--- config.mk ---
export PLATFORM = sky130hd
export DESIGN_NAME = sirv_pwm_gen_flat
export DESIGN_NICKNAME = d
export VERILOG_FILES = /design/src/rtl/sirv_pwm_gen_if.sv /design/src/rtl/sirv_pwm_gen.sv /design/src/flat_wrapper.sv
export SDC_FILE = /design/constraint.sdc
export NUM_CORES = 1
export LEC_CHECK = 0
export ABC_AREA = 1
export CAP_MARGIN = 40
export CORE_MARGIN = 2
export CORE_UTILIZATION = 51
export DETAILED_ROUTE_END_ITERATION = 12
export GPL_TIMING_DRIVEN = 0
export PLACE_DENSITY = 0.75
export SETUP_SLACK_MARGIN = 0.1
export SLEW_MARGIN = 25
export SYNTH_ARGS = -nofsm -noshare
export SYNTH_HDL_FRONTEND = slang
export SYNTH_SLANG_ARGS = --single-unit
--- constraint.sdc ---
create_clock -name clk -period 3.5 [get_ports clk]
set_clock_uncertainty 0.1 [all_clocks]
set_input_delay 1.05 -clock clk [delete_from_list [all_inputs] [get_ports clk]]
set_output_delay 1.05 -clock clk [all_outputs]
set_load 0.03 [all_outputs]
--- src/rtl/sirv_pwm_gen_if.sv ---
// ICB command/response bundle for the PWM generator slave port.
// Master drives command and response-ready; slave returns ready, valid and read data.
interface sirv_pwm_gen_if;
   logic        i_icb_cmd_valid;
   logic        i_icb_cmd_ready;
   logic [31:0] i_icb_cmd_addr;
   logic        i_icb_cmd_read;
   logic [31:0] i_icb_cmd_wdata;
   logic        i_icb_rsp_valid;
   logic        i_icb_rsp_ready;
   logic [31:0] i_icb_rsp_rdata;

   modport master (
      output i_icb_cmd_valid, i_icb_cmd_addr, i_icb_cmd_read, i_icb_cmd_wdata, i_icb_rsp_ready,
      input  i_icb_cmd_ready, i_icb_rsp_valid, i_icb_rsp_rdata
   );

   modport slave (
      input  i_icb_cmd_valid, i_icb_cmd_addr, i_icb_cmd_read, i_icb_cmd_wdata, i_icb_rsp_ready,
      output i_icb_cmd_ready, i_icb_rsp_valid, i_icb_rsp_rdata
   );
endinterface

--- src/rtl/sirv_pwm_gen.sv ---
// Multi-channel PWM peripheral: scalable counter with edge or center-aligned counting,
// per-channel comparators, registered PWM outputs and sticky rising-edge interrupt bits.
module sirv_pwm_gen #(
   parameter int NCH = 4,
   parameter int CW  = 8
) (
   input  logic             clk,
   input  logic             rst_n,
   sirv_pwm_gen_if.slave    icb,
   output logic [NCH-1:0]   io_interrupts,
   output logic [NCH-1:0]   io_gpio
);

   localparam int CNTW = CW + 15;
   localparam logic [5:0] OFF_CFG    = 6'h00;
   localparam logic [5:0] OFF_COUNT  = 6'h02;
   localparam logic [5:0] OFF_SCALED = 6'h04;
   localparam logic [5:0] OFF_CMP0   = 6'h08;

   typedef enum logic {DIR_UP, DIR_DOWN} dir_t;

   logic [3:0]      scale;
   logic            zerocmp;
   logic            center;
   logic            enalways;
   logic            enoneshot;
   logic [NCH-1:0]  ip;
   logic [CNTW-1:0] count;
   logic [CNTW-1:0] count_nxt;
   dir_t            dir;
   dir_t            dir_nxt;
   logic [CW-1:0]   cmp [NCH];
   logic [NCH-1:0]  gpio_q;
   logic [NCH-1:0]  gpio_d;
   logic [NCH-1:0]  cmp_hit;

   logic            rsp_valid;
   logic [31:0]     rsp_rdata;
   logic [31:0]     rd_data;
   logic            cmd_ready;
   logic            cmd_fire;
   logic            wr_fire;
   logic            cfg_wr;
   logic            count_wr;
   logic [5:0]      offset;

   logic [CNTW-1:0] shifted;
   logic [CNTW-1:0] low_mask;
   logic [CW-1:0]   s;
   logic            top_hit;
   logic            wrap;
   logic            en;
   logic            unused_bits;

   assign offset      = icb.i_icb_cmd_addr[7:2];
   assign cmd_ready   = ~rsp_valid | icb.i_icb_rsp_ready;
   assign cmd_fire    = icb.i_icb_cmd_valid & cmd_ready;
   assign wr_fire     = cmd_fire & ~icb.i_icb_cmd_read;
   assign cfg_wr      = wr_fire & (offset == OFF_CFG);
   assign count_wr    = wr_fire & (offset == OFF_COUNT);
   assign unused_bits = ^{icb.i_icb_cmd_addr[31:8], icb.i_icb_cmd_addr[1:0], icb.i_icb_cmd_wdata};

   assign icb.i_icb_cmd_ready = cmd_ready;
   assign icb.i_icb_rsp_valid = rsp_valid;
   assign icb.i_icb_rsp_rdata = rsp_rdata;
   assign io_gpio             = gpio_q;
   assign io_interrupts       = ip;

   // The period end is matched only once the bits below the scaled window are all ones,
   // so a full scaled step elapses before the wrap or turn-around.
   assign shifted  = count >> scale;
   assign s        = shifted[CW-1:0];
   assign low_mask = ~({CNTW{1'b1}} << scale);
   assign top_hit  = (s == cmp[0]) && ((count & low_mask) == low_mask);
   assign en       = enalways | enoneshot;

   always_comb begin
      count_nxt = count;
      dir_nxt   = dir;
      wrap      = 1'b0;
      if (en) begin
         if (!center) begin
            wrap      = (&count) | (zerocmp & top_hit);
            count_nxt = wrap ? '0 : count + CNTW'(1);
         end else if (cmp[0] == '0) begin
            count_nxt = '0;
            wrap      = 1'b1;
         end else if (dir == DIR_UP) begin
            if (top_hit) begin
               dir_nxt   = DIR_DOWN;
               count_nxt = count - CNTW'(1);
            end else begin
               count_nxt = count + CNTW'(1);
            end
         end else if (count == '0) begin
            dir_nxt   = DIR_UP;
            wrap      = 1'b1;
            count_nxt = count + CNTW'(1);
         end else begin
            count_nxt = count - CNTW'(1);
         end
      end
   end

   always_comb begin
      for (int i = 0; i < NCH; i++) begin
         cmp_hit[i] = (s >= cmp[i]);
      end
   end

   always_comb begin
      rd_data = '0;
      case (offset)
         OFF_CFG: begin
            rd_data[3:0]       = scale;
            rd_data[8]         = zerocmp;
            rd_data[9]         = center;
            rd_data[12]        = enalways;
            rd_data[13]        = enoneshot;
            rd_data[16 +: NCH] = ip;
         end
         OFF_COUNT:  rd_data[CNTW-1:0] = count;
         OFF_SCALED: rd_data[CW-1:0]   = s;
         default: begin
            for (int i = 0; i < NCH; i++) begin
               if (offset == OFF_CMP0 + 6'(i)) rd_data[CW-1:0] = cmp[i];
            end
         end
      endcase
   end

   // Software writes take priority over the hardware's own counter and one-shot updates.
   always_ff @(posedge clk or negedge rst_n) begin
      if (!rst_n) begin
         scale     <= '0;
         zerocmp   <= 1'b0;
         center    <= 1'b0;
         enalways  <= 1'b0;
         enoneshot <= 1'b0;
         count     <= '0;
         dir       <= DIR_UP;
      end else begin
         if (cfg_wr) begin
            scale     <= icb.i_icb_cmd_wdata[3:0];
            zerocmp   <= icb.i_icb_cmd_wdata[8];
            center    <= icb.i_icb_cmd_wdata[9];
            enalways  <= icb.i_icb_cmd_wdata[12];
            enoneshot <= icb.i_icb_cmd_wdata[13];
            dir       <= DIR_UP;
         end else begin
            if (wrap) enoneshot <= 1'b0;
            dir <= dir_nxt;
         end
         count <= count_wr ? icb.i_icb_cmd_wdata[CNTW-1:0] : count_nxt;
      end
   end

   always_ff @(posedge clk or negedge rst_n) begin
      if (!rst_n) begin
         for (int i = 0; i < NCH; i++) cmp[i] <= '0;
      end else begin
         for (int i = 0; i < NCH; i++) begin
            if (wr_fire && (offset == OFF_CMP0 + 6'(i))) cmp[i] <= icb.i_icb_cmd_wdata[CW-1:0];
         end
      end
   end

   // A hardware set in the same cycle as a write-1-to-clear keeps the pending bit.
   always_ff @(posedge clk or negedge rst_n) begin
      if (!rst_n) begin
         gpio_q <= '0;
         gpio_d <= '0;
         ip     <= '0;
      end else begin
         gpio_q <= cmp_hit;
         gpio_d <= gpio_q;
         ip     <= (ip & ~(cfg_wr ? icb.i_icb_cmd_wdata[16 +: NCH] : {NCH{1'b0}}))
                   | (gpio_q & ~gpio_d);
      end
   end

   always_ff @(posedge clk or negedge rst_n) begin
      if (!rst_n) begin
         rsp_valid <= 1'b0;
         rsp_rdata <= '0;
      end else if (cmd_fire) begin
         rsp_valid <= 1'b1;
         rsp_rdata <= icb.i_icb_cmd_read ? rd_data : 32'h0;
      end else if (icb.i_icb_rsp_ready) begin
         rsp_valid <= 1'b0;
      end
   end

endmodule
--- src/flat_wrapper.sv ---
// flat-port wrapper written by rule: the top's interface ports become plain ports
module sirv_pwm_gen_flat 
#(
   parameter int NCH = 4,
   parameter int CW  = 8
)
  (clk, rst_n, io_interrupts, io_gpio, icb_i_icb_cmd_valid, icb_i_icb_cmd_addr, icb_i_icb_cmd_read, icb_i_icb_cmd_wdata, icb_i_icb_rsp_ready, icb_i_icb_cmd_ready, icb_i_icb_rsp_valid, icb_i_icb_rsp_rdata);
  sirv_pwm_gen_if icb_i ();
  input  logic clk;
  input  logic rst_n;
  output logic [NCH-1:0] io_interrupts;
  output logic [NCH-1:0] io_gpio;
  input wire logic [$bits(icb_i.i_icb_cmd_valid)-1:0] icb_i_icb_cmd_valid;
  input wire logic [$bits(icb_i.i_icb_cmd_addr)-1:0] icb_i_icb_cmd_addr;
  input wire logic [$bits(icb_i.i_icb_cmd_read)-1:0] icb_i_icb_cmd_read;
  input wire logic [$bits(icb_i.i_icb_cmd_wdata)-1:0] icb_i_icb_cmd_wdata;
  input wire logic [$bits(icb_i.i_icb_rsp_ready)-1:0] icb_i_icb_rsp_ready;
  output wire logic [$bits(icb_i.i_icb_cmd_ready)-1:0] icb_i_icb_cmd_ready;
  output wire logic [$bits(icb_i.i_icb_rsp_valid)-1:0] icb_i_icb_rsp_valid;
  output wire logic [$bits(icb_i.i_icb_rsp_rdata)-1:0] icb_i_icb_rsp_rdata;
  assign icb_i.i_icb_cmd_valid = icb_i_icb_cmd_valid;
  assign icb_i.i_icb_cmd_addr = icb_i_icb_cmd_addr;
  assign icb_i.i_icb_cmd_read = icb_i_icb_cmd_read;
  assign icb_i.i_icb_cmd_wdata = icb_i_icb_cmd_wdata;
  assign icb_i.i_icb_rsp_ready = icb_i_icb_rsp_ready;
  assign icb_i_icb_cmd_ready = icb_i.i_icb_cmd_ready;
  assign icb_i_icb_rsp_valid = icb_i.i_icb_rsp_valid;
  assign icb_i_icb_rsp_rdata = icb_i.i_icb_rsp_rdata;
  sirv_pwm_gen #(.NCH(NCH), .CW(CW)) u_core (.clk(clk), .rst_n(rst_n), .icb(icb_i), .io_interrupts(io_interrupts), .io_gpio(io_gpio));
endmodule
==> impl_metrics.xml, run 1 <==
<?xml version="1.0" encoding="UTF-8"?>
<metrics>
  <group name="status">
    <metric name="status" unit="">complete, no violations</metric>
  </group>
  <group name="timing">
    <metric name="layout_worst_path_cycle_share" unit="%">97.7</metric>
    <metric name="finalMaxSlewViolations" unit="">0</metric>
    <metric name="rsz0062_at_grt" unit="">yes</metric>
    <metric name="timing.max_slew.rel_slack" unit="%">42.5</metric>
    <metric name="maxClockFrequency" unit="GHz">0.292</metric>
    <metric name="finalSetupViolations" unit="">0</metric>
    <metric name="hold_violations" unit="">0</metric>
    <metric name="postLayoutSetupSlackWorst" unit="ps">80.6</metric>
    <metric name="tightest_slew" unit="ps">862</metric>
    <metric name="min_tclk_post_route" unit="ps">3420</metric>
    <metric name="timing.hold.ws" unit="ps">300</metric>
  </group>
  <group name="route">
    <metric name="drt_iter0_markers" unit="">905</metric>
    <metric name="wl_per_cell" unit="µm">17.9</metric>
    <metric name="detail_route.drc_violations" unit="">0</metric>
    <metric name="drt_wl_total" unit="mm">27.8</metric>
    <metric name="via_per_inst" unit="">5.51</metric>
    <metric name="drtAntennaViolNets" unit="">0</metric>
    <metric name="detail_route.first_pass.iterations" unit="">7</metric>
    <metric name="dr_total_vias" unit="">8563</metric>
  </group>
  <group name="setup_path">
    <metric name="critical-path-max-stage-delay" unit="ps">430</metric>
    <metric name="critical_path.endpoint_type" unit="">register</metric>
    <metric name="critical-path-top-cell-by-count" unit="">nand2_1</metric>
    <metric name="critical_path.cell_chain" unit="">buf_6 &gt; clkbuf_4 &gt; nand2_1 &gt; o21ai_1 &gt; nand2_1 &gt; o21ai_0 &gt; o21ai_0 &gt; nand2_2 &gt; ha_1 &gt; nand2_1 &gt; nor2_1 &gt; nand2_2 &gt; nor2_1 &gt; nand2_1 &gt; nor2_2 &gt; nand2_2 &gt; nand2_4 &gt; nand2_8 &gt; clkbuf_16 &gt; nand2_1 &gt; nand3_1 &gt; nand2_1 &gt; nand2_1 &gt; nand2_1</metric>
    <metric name="critPathArrivalTime" unit="ps">3610</metric>
    <metric name="data_required_time_at_the_worst_endpoint" unit="ps">3690</metric>
    <metric name="timing.critical_path.slowest_stage_cell" unit="">dfrtp_1</metric>
    <metric name="critical_path.n_buffers_inverters" unit="">3</metric>
    <metric name="worstSetupPathType" unit="">register to register</metric>
    <metric name="maximum_net_fanout_on_the_critical_path" unit="">10</metric>
    <metric name="cp_top_family" unit="">simple AND/OR/NAND/NOR gates</metric>
    <metric name="timing.rr.start" unit="">u_core.scale[0]</metric>
    <metric name="cp-start-kind" unit="">register</metric>
    <metric name="crit_path_start" unit="">u_core.scale[0]</metric>
  </group>
  <group name="die">
    <metric name="core_area" unit="µm²">15300</metric>
    <metric name="die_w" unit="µm">129</metric>
    <metric name="die_area" unit="µm²">16800</metric>
    <metric name="floorplan.die.height" unit="µm">129</metric>
    <metric name="design.portCount" unit="">111</metric>
    <metric name="std_cell_rows" unit="">45</metric>
    <metric name="start_util" unit="%">52.4</metric>
  </group>
  <group name="logic_synthesis">
    <metric name="ys_seq_elements" unit="">100</metric>
    <metric name="netlist-cell-type-count" unit="">46</metric>
    <metric name="post_synth_instance_area" unit="µm²">8030</metric>
    <metric name="synth_top_cell_area_share" unit="%">31.2</metric>
    <metric name="yosysWarningCount" unit="">0</metric>
    <metric name="synth_largest_area_cell" unit="">dfrtp_1</metric>
    <metric name="ys.flop_type" unit="">dfrtp_1</metric>
    <metric name="async_flop_share" unit="%">100</metric>
    <metric name="post_synth_main_area_contributors" unit="">dfrtp_1 (31%), nand2_1 (18%), inv_1 (6.9%)</metric>
    <metric name="synth_sequential_area_ratio" unit="%">31.2</metric>
    <metric name="synth-edff-count" unit="">0</metric>
    <metric name="syn_avg_cell_area" unit="µm²">6.50</metric>
    <metric name="synth_cells" unit="">1235</metric>
  </group>
  <group name="power">
    <metric name="sw_frac_of_total" unit="%">45.6</metric>
    <metric name="power.total" unit="mW">5.67</metric>
    <metric name="internal_power" unit="mW">3.09</metric>
    <metric name="static-leakage-power" unit="nW">4.78</metric>
    <metric name="power.density_cell_area" unit="nW/µm²">581</metric>
    <metric name="seqPwrFrac" unit="%">25.7</metric>
    <metric name="irDropWorstVdd" unit="mV">0.324</metric>
    <metric name="clock_power_share" unit="%">19.4</metric>
    <metric name="p_sw" unit="mW">2.58</metric>
    <metric name="gate_power_share" unit="%">54.9</metric>
  </group>
  <group name="global_routing">
    <metric name="grt_pass1_wl" unit="mm">42.6</metric>
    <metric name="grt_pass1_vias" unit="">7861</metric>
    <metric name="grt_max_degree" unit="">60</metric>
    <metric name="global_route.overflow_total" unit="">0</metric>
    <metric name="track_usage" unit="%">33.4</metric>
    <metric name="antenna_violations_before_repair" unit="">1</metric>
  </group>
  <group name="layout">
    <metric name="area_growth_syn_to_layout" unit="%">21.6</metric>
    <metric name="final_net_count" unit="">1442</metric>
    <metric name="layout-drive-gt1-share" unit="%">11.7</metric>
    <metric name="fillerInstances" unit="">1431</metric>
  </group>
  <group name="placement">
    <metric name="replace_congestion" unit="">0.975</metric>
    <metric name="place_ws" unit="ps">-453</metric>
    <metric name="post-dp-hpwl" unit="mm">21.1</metric>
    <metric name="portBuffers" unit="">66</metric>
  </group>
  <group name="clocking">
    <metric name="cts_max_level" unit="">3</metric>
    <metric name="cts-buffers-inserted" unit="">9</metric>
    <metric name="clockBufferDepth" unit="">2</metric>
    <metric name="tritoncts" unit="">yes</metric>
    <metric name="cts_hold_repair.buffers" unit="">0</metric>
    <metric name="path_clk_slew" unit="ps">70</metric>
    <metric name="clock_sink_count" unit="">100</metric>
    <metric name="cts_root_buffer" unit="">clkbuf_16</metric>
    <metric name="clock_latency" unit="ps">360</metric>
  </group>
  <group name="run">
    <metric name="cap_violations" unit="">0</metric>
  </group>
  <group name="hold_path">
    <metric name="timing.hold.worst.class" unit="">register to register</metric>
    <metric name="hold_path.startpoint" unit="">u_core.io_gpio[3]</metric>
  </group>
</metrics>
[synth_stat cells, types with 2 or more instances]
cell type,instances
a21boi_0,2
a21oi_1,49
a221oi_1,3
a22oi_1,8
buf_1,5
buf_2,30
buf_4,14
buf_6,4
clkbuf_1,16
clkinv_1,13
dfrtp_1,100
ha_1,35
inv_1,147
inv_2,9
mux2i_1,4
nand2_1,390
nand3_1,82
nand3_2,2
nand4_1,31
nor2_1,89
nor2_2,10
nor2_4,2
nor3_1,3
nor4_1,3
o2111ai_1,4
o211ai_1,5
o21ai_0,100
o21ai_1,14
o221ai_1,5
o22ai_1,6
or2_0,2
or2_2,2
xor2_1,33
[power groups by stage]
stage	sequential [mW]	clock, mW	combinational (mW)
after floorplan	1.48	0	1.85
after global placement	1.47	0	2.65
after detailed placement	1.47	0	2.69
after CTS	1.45	1.12	2.77
after global routing	1.47	1.17	3.42
final	1.46	1.10	3.11
[worst reg2reg max path: stages (launching register included)]
cell and delay, ps:
dfrtp_1 430, buf_6 160, clkbuf_4 180, nand2_1 90
o21ai_1 90, nand2_1 70, o21ai_0 100, o21ai_0 240
nand2_2 180, ha_1 310, nand2_1 60, nor2_1 150
nand2_2 90, nor2_1 90, nand2_1 60, nor2_2 130
nand2_2 90, nand2_4 120, nand2_8 100, clkbuf_16 190
nand2_1 50, nand3_1 60, nand2_1 100, nand2_1 50
nand2_1 60
[state kept, by name, indices dropped and copies added (netlist names)]
register                    cells
u_core.enoneshot                1
u_core.count                   23
u_core.dir                      1
u_core.scale                    4
u_core.io_gpio                  4
u_core.icb.i_icb_rsp_valid      1
u_core.cmp                     32
u_core.io_interrupts            4
u_core.enalways                 1
u_core.zerocmp                  1
u_core.gpio_d                   4
u_core.center                   1
u_core.icb.i_icb_rsp_rdata     23
[cell usage in the layout (no fill, tap or decap), types with 9 or more instances in the layout]
master           count
buf_4               28
nor2_2              11
nand2_2             14
clkdlybuf4s50_1     64
nor2_1              87
clkinv_1            13
clkbuf_1            15
nand2_1            375
xor2_1              33
a21oi_1             49
nand4_1             31
conb_1               9
dfrtp_1             98
nand3_1             72
ha_1                35
inv_2               12
o21ai_0             83
clkbuf_16           12
inv_1              142
nand3_2             10
buf_2               23
o21ai_1             24
[area by class of cell]
cell class                      count  area [µm²]  area share [%]
Antenna cell                        1        2.50          0.0256
Buffer                             69         432            4.42
Clock buffer                       11         243            2.48
Clock inverter                      5        83.8           0.858
Inverter                          170         646            6.61
Multi-Input combinational cell    904        4720            48.4
Sequential cell                   100        2500            25.6
Tap cell                          211         264            2.70
Timing Repair Buffer               84         870            8.90
[stage by stage]
step / instances / util (%) / TNS, ps / instance area [µm²]
floorplan: 1243 / - / 0 / 8060
global placement: 1520 / 58.7 / -264370 / 8990
detailed placement: 1521 / 58.9 / -10670 / 9010
CTS: 1541 / 61.5 / 0 / 9420
global route: 1554 / 63.8 / -554 / 9770
finish: 1555 / 63.8 / 0 / 9770
[cell families (layout without fill, tap and decap cells)]
kind of cell | Yosys count | count (layout) | synth area share, %
buffers and inverters | 239 | 339 | 12.7
xor gates and xnor gates | 34 | 34 | 3.71
and+or+nand+nor | 623 | 623 | 32.8
DFF | 100 | 100 | 31.2
other | 1 | 10 | 0.0467
muxes | 4 | 4 | 0.499
AOI/OAI and AO/OA | 199 | 199 | 13.6
adders and majority gates | 35 | 35 | 5.45
[worst paths after layout]
path	end	slack [ps]	cells after the start
worst max-delay path	u_core.count[10]	80	24
worst min-delay path	u_core.gpio_d[3]	300	0
worst max register to register	u_core.count[10]	80	24
worst min register to register	u_core.gpio_d[3]	300	0
max in group asynchronous	u_core.count[8]	2130	2
min in group asynchronous	u_core.io_interrupts[3]	510	1
[metal layers]
layer | vias to the layer above | routed length [µm] | track usage [%]
met2 | 403 | 12300 | 51.4
met1 | 3942 | 12200 | 47.5
met4 | 0 | 743 | 11.4
li1 | 4164 | - | -
met5 | - | 0 | 0
met3 | 54 | 2590 | 6.15
[what timing repair did]
action | in CTS | in global routing
setup buffers | 4 | 9
gates resized for setup | 26 | 67
gates cloned | 0 | 4
pin swaps | 4 | 22
endpoints found under the setup margin | 26 | 26
Note: power is estimated with default switching activity, not from simulation.
==> run 2, diff against run 1 <==
--- a/config.mk
+++ b/config.mk
@@ -19 +19,2 @@
 export SYNTH_SLANG_ARGS = --single-unit
+export TNS_END_PERCENT = 5
--- a/constraint.sdc
+++ b/constraint.sdc
@@ -4,2 +4,2 @@
 set_output_delay 1.05 -clock clk [all_outputs]
-set_load 0.03 [all_outputs]
+set_load 0.01 [all_outputs]
==> run 2 against run 1 <==
Against the previous run: setup slack improved by 12 ps; final cell count barely moved; count of clock-buffer cells in the layout stayed put; critical endpoint is now u_core.count[19]; routed wire length fell by 0.77%; die area unchanged; flip-flop and latch count unchanged; largest cell class unchanged; global-route usage is 0.053 points higher; register-to-register slack hardly changed; highest routed layer unchanged; combinational power down 4%.
==> impl_metrics.xml, run 2 (synthesis results as in run 1) <==
<?xml version="1.0" encoding="UTF-8"?>
<metrics>
  <group name="die">
    <metric name="floorplan.die.height" unit="µm">129</metric>
    <metric name="std_cell_rows" unit="">45</metric>
    <metric name="core_area" unit="µm²">15300</metric>
    <metric name="die_w" unit="µm">129</metric>
    <metric name="die_area" unit="µm²">16800</metric>
    <metric name="design.portCount" unit="">111</metric>
    <metric name="start_util" unit="%">52.4</metric>
  </group>
  <group name="setup_path">
    <metric name="critical-path-top-cell-by-count" unit="">nand2_1</metric>
    <metric name="timing.rr.start" unit="">u_core.scale[0]</metric>
    <metric name="cp-start-kind" unit="">register</metric>
    <metric name="critical_path.endpoint_type" unit="">register</metric>
    <metric name="critPathArrivalTime" unit="ps">3550</metric>
    <metric name="length_in_cells_of_the_worst_reg_to_reg_path" unit="">24</metric>
    <metric name="worstSetupPathType" unit="">register to register</metric>
    <metric name="timing.critical_path.slowest_stage_cell" unit="">dfrtp_1</metric>
    <metric name="data_required_time_at_the_worst_endpoint" unit="ps">3650</metric>
    <metric name="critical-path-max-stage-delay" unit="ps">420</metric>
    <metric name="maximum_net_fanout_on_the_critical_path" unit="">10</metric>
    <metric name="critical_path.cell_chain" unit="">buf_6 &gt; clkbuf_4 &gt; nand2_1 &gt; o21ai_1 &gt; nand2_1 &gt; nand2_1 &gt; o21ai_0 &gt; nand3_1 &gt; inv_1 &gt; ha_1 &gt; nand2_1 &gt; nor2_1 &gt; nand2_2 &gt; nor2_1 &gt; nand2_1 &gt; nor2_2 &gt; nand2_2 &gt; nand2_4 &gt; nand2_8 &gt; clkbuf_16 &gt; o21ai_1 &gt; nand2_1 &gt; nand2_1 &gt; nand2_1</metric>
    <metric name="setup_slack_reg_to_reg" unit="ps">90</metric>
    <metric name="critical_path.n_buffers_inverters" unit="">4</metric>
    <metric name="regToRegEndpoint" unit="">u_core.count[19]</metric>
    <metric name="cp_top_family" unit="">simple AND/OR/NAND/NOR gates</metric>
  </group>
  <group name="clocking">
    <metric name="cts_root_buffer" unit="">clkbuf_16</metric>
    <metric name="path_clk_slew" unit="ps">70</metric>
    <metric name="tritoncts" unit="">yes</metric>
    <metric name="cts_max_level" unit="">3</metric>
    <metric name="cts_hold_repair.buffers" unit="">0</metric>
    <metric name="clock_sink_count" unit="">100</metric>
    <metric name="clock_latency" unit="ps">360</metric>
    <metric name="cts-buffers-inserted" unit="">9</metric>
    <metric name="clockBufferDepth" unit="">2</metric>
  </group>
  <group name="route">
    <metric name="met1_length" unit="mm">12.0</metric>
    <metric name="drtAntennaViolNets" unit="">0</metric>
    <metric name="via_per_inst" unit="">5.50</metric>
    <metric name="topRoutingLayerUsed" unit="">met4</metric>
    <metric name="wl_per_cell" unit="µm">17.7</metric>
    <metric name="dr_total_vias" unit="">8548</metric>
    <metric name="drt_wl_total" unit="mm">27.6</metric>
    <metric name="detailroute.wirelength.met3" unit="mm">2.82</metric>
    <metric name="detail_route.drc_violations" unit="">0</metric>
    <metric name="drt_iter0_markers" unit="">941</metric>
    <metric name="met2_length" unit="mm">12.0</metric>
    <metric name="detail_route.first_pass.iterations" unit="">7</metric>
  </group>
  <group name="power">
    <metric name="internal_power" unit="mW">3.06</metric>
    <metric name="irDropWorstVdd" unit="mV">0.326</metric>
    <metric name="clock_power_share" unit="%">19.8</metric>
    <metric name="seqPwrFrac" unit="%">26.2</metric>
    <metric name="sw_frac_of_total" unit="%">44.9</metric>
    <metric name="p_sw" unit="mW">2.50</metric>
    <metric name="power.total" unit="mW">5.56</metric>
    <metric name="power.density_cell_area" unit="nW/µm²">573</metric>
    <metric name="gate_power_share" unit="%">53.9</metric>
    <metric name="static-leakage-power" unit="nW">4.75</metric>
  </group>
  <group name="global_routing">
    <metric name="grt_max_degree" unit="">60</metric>
    <metric name="grt_pass1_wl" unit="mm">42.6</metric>
    <metric name="antenna_violations_before_repair" unit="">1</metric>
    <metric name="track_usage" unit="%">33.5</metric>
    <metric name="global_route.overflow_total" unit="">0</metric>
    <metric name="grt_pass1_vias" unit="">7860</metric>
  </group>
  <group name="timing">
    <metric name="maxClockFrequency" unit="GHz">0.293</metric>
    <metric name="hold_violations" unit="">0</metric>
    <metric name="tightest_slew" unit="ps">750</metric>
    <metric name="finalMaxSlewViolations" unit="">0</metric>
    <metric name="rsz0062_at_grt" unit="">yes</metric>
    <metric name="layout_worst_path_cycle_share" unit="%">97.4</metric>
    <metric name="min_tclk_post_route" unit="ps">3410</metric>
    <metric name="timing.max_slew.rel_slack" unit="%">50.0</metric>
    <metric name="timing.hold.ws" unit="ps">299</metric>
    <metric name="finalSetupViolations" unit="">0</metric>
  </group>
  <group name="layout">
    <metric name="fillerInstances" unit="">1440</metric>
    <metric name="final_net_count" unit="">1441</metric>
    <metric name="final_core_util" unit="%">63.4</metric>
    <metric name="layout-drive-gt1-share" unit="%">11.0</metric>
    <metric name="area_growth_syn_to_layout" unit="%">20.8</metric>
    <metric name="number_of_standard_cells_in_the_final_layout_excluding_fillers" unit="">1554</metric>
    <metric name="regMostFlops" unit="">u_core.cmp</metric>
    <metric name="layout.cells.most_common_list" unit="">nand2_1 (378), inv_1 (143), dfrtp_1 (98)</metric>
    <metric name="max_reg_flops" unit="">32</metric>
    <metric name="layout_commonest_cell" unit="">nand2_1</metric>
  </group>
  <group name="hold_path">
    <metric name="min_path_cells" unit="">0</metric>
    <metric name="hold_path.startpoint" unit="">u_core.io_gpio[3]</metric>
    <metric name="min_delay_worst_endpoint" unit="">u_core.gpio_d[3]</metric>
    <metric name="timing.hold.worst.class" unit="">register to register</metric>
  </group>
  <group name="placement">
    <metric name="replace_congestion" unit="">0.975</metric>
    <metric name="portBuffers" unit="">66</metric>
    <metric name="post-place-cells" unit="">1521</metric>
    <metric name="post-dp-hpwl" unit="mm">21.1</metric>
  </group>
  <group name="status">
    <metric name="status" unit="">complete, no violations</metric>
  </group>
  <group name="run">
    <metric name="cap_violations" unit="">0</metric>
  </group>
</metrics>
-- run 2: area by class of cell --
class / count / area [µm²] / area share (%)
multi-input cells: 904 / 4680 / 48.3
flip-flops and latches: 100 / 2500 / 25.8
repair buffers: 83 / 842 / 8.68
inverters: 170 / 646 / 6.65
plain buffers: 69 / 435 / 4.49
well taps: 211 / 264 / 2.72
clock buffers: 11 / 243 / 2.50
clock inverters: 5 / 83.8 / 0.864
diodes: 1 / 2.50 / 0.0258
-- run 2: worst register-to-register path, stage by stage, from the launching register on --
cell	delay, ps
dfrtp_1	420
buf_6	150
clkbuf_4	190
nand2_1	80
o21ai_1	130
nand2_1	90
nand2_1	80
o21ai_0	100
nand3_1	170
inv_1	160
ha_1	320
nand2_1	50
nor2_1	120
nand2_2	90
nor2_1	90
nand2_1	70
nor2_2	130
nand2_2	90
nand2_4	120
nand2_8	100
clkbuf_16	180
o21ai_1	110
nand2_1	60
nand2_1	60
nand2_1	40
-- run 2: what timing repair did --
action,4_1_cts,5_1_grt
buffers inserted,5,8
cloned,0,3
resized for setup,29,54
setup endpoints to repair,25,28
pin swaps,7,28
-- run 2: routing by layer --
metal  vias to the layer above  track usage (%)
met1                      3917             47.3
met4                         0             11.1
met2                       416             51.5
met5                         -                0
li1                       4164                -
met3                        51             6.85
-- run 2: worst max path at each step --
stage,from,end,slack (ps),cells past startpoint
floorplan,u_core.scale[0],u_core.count[17],460,23
global placement,rst_n,u_core.count[4],-2570,1
detailed placement,u_core.scale[0],u_core.count[12],-450,23
CTS,u_core.scale[0],u_core.count[12],100,24
global route,u_core.scale[0],u_core.count[12],-60,24
finish,u_core.scale[0],u_core.count[19],90,24
-- run 2: per-stage QoR --
step | setup WS, ps | setup TNS, ps | cell area, µm²
after floorplan | 459 | 0 | 8060
after global placement | -2570 | -264370 | 8990
after detailed placement | -453 | -10670 | 9010
after CTS | 100 | 0 | 9440
after global routing | -61.4 | -493 | 9700
final | 92.5 | 0 | 9700
-- run 2: power groups by stage --
stage	clock (mW)	sequential, mW	combinational [mW]
final	1.10	1.46	3.00
after global routing	1.17	1.47	3.31
after CTS	1.12	1.45	2.73
after detailed placement	0	1.47	2.64
after global placement	0	1.47	2.60
after floorplan	0	1.44	1.84
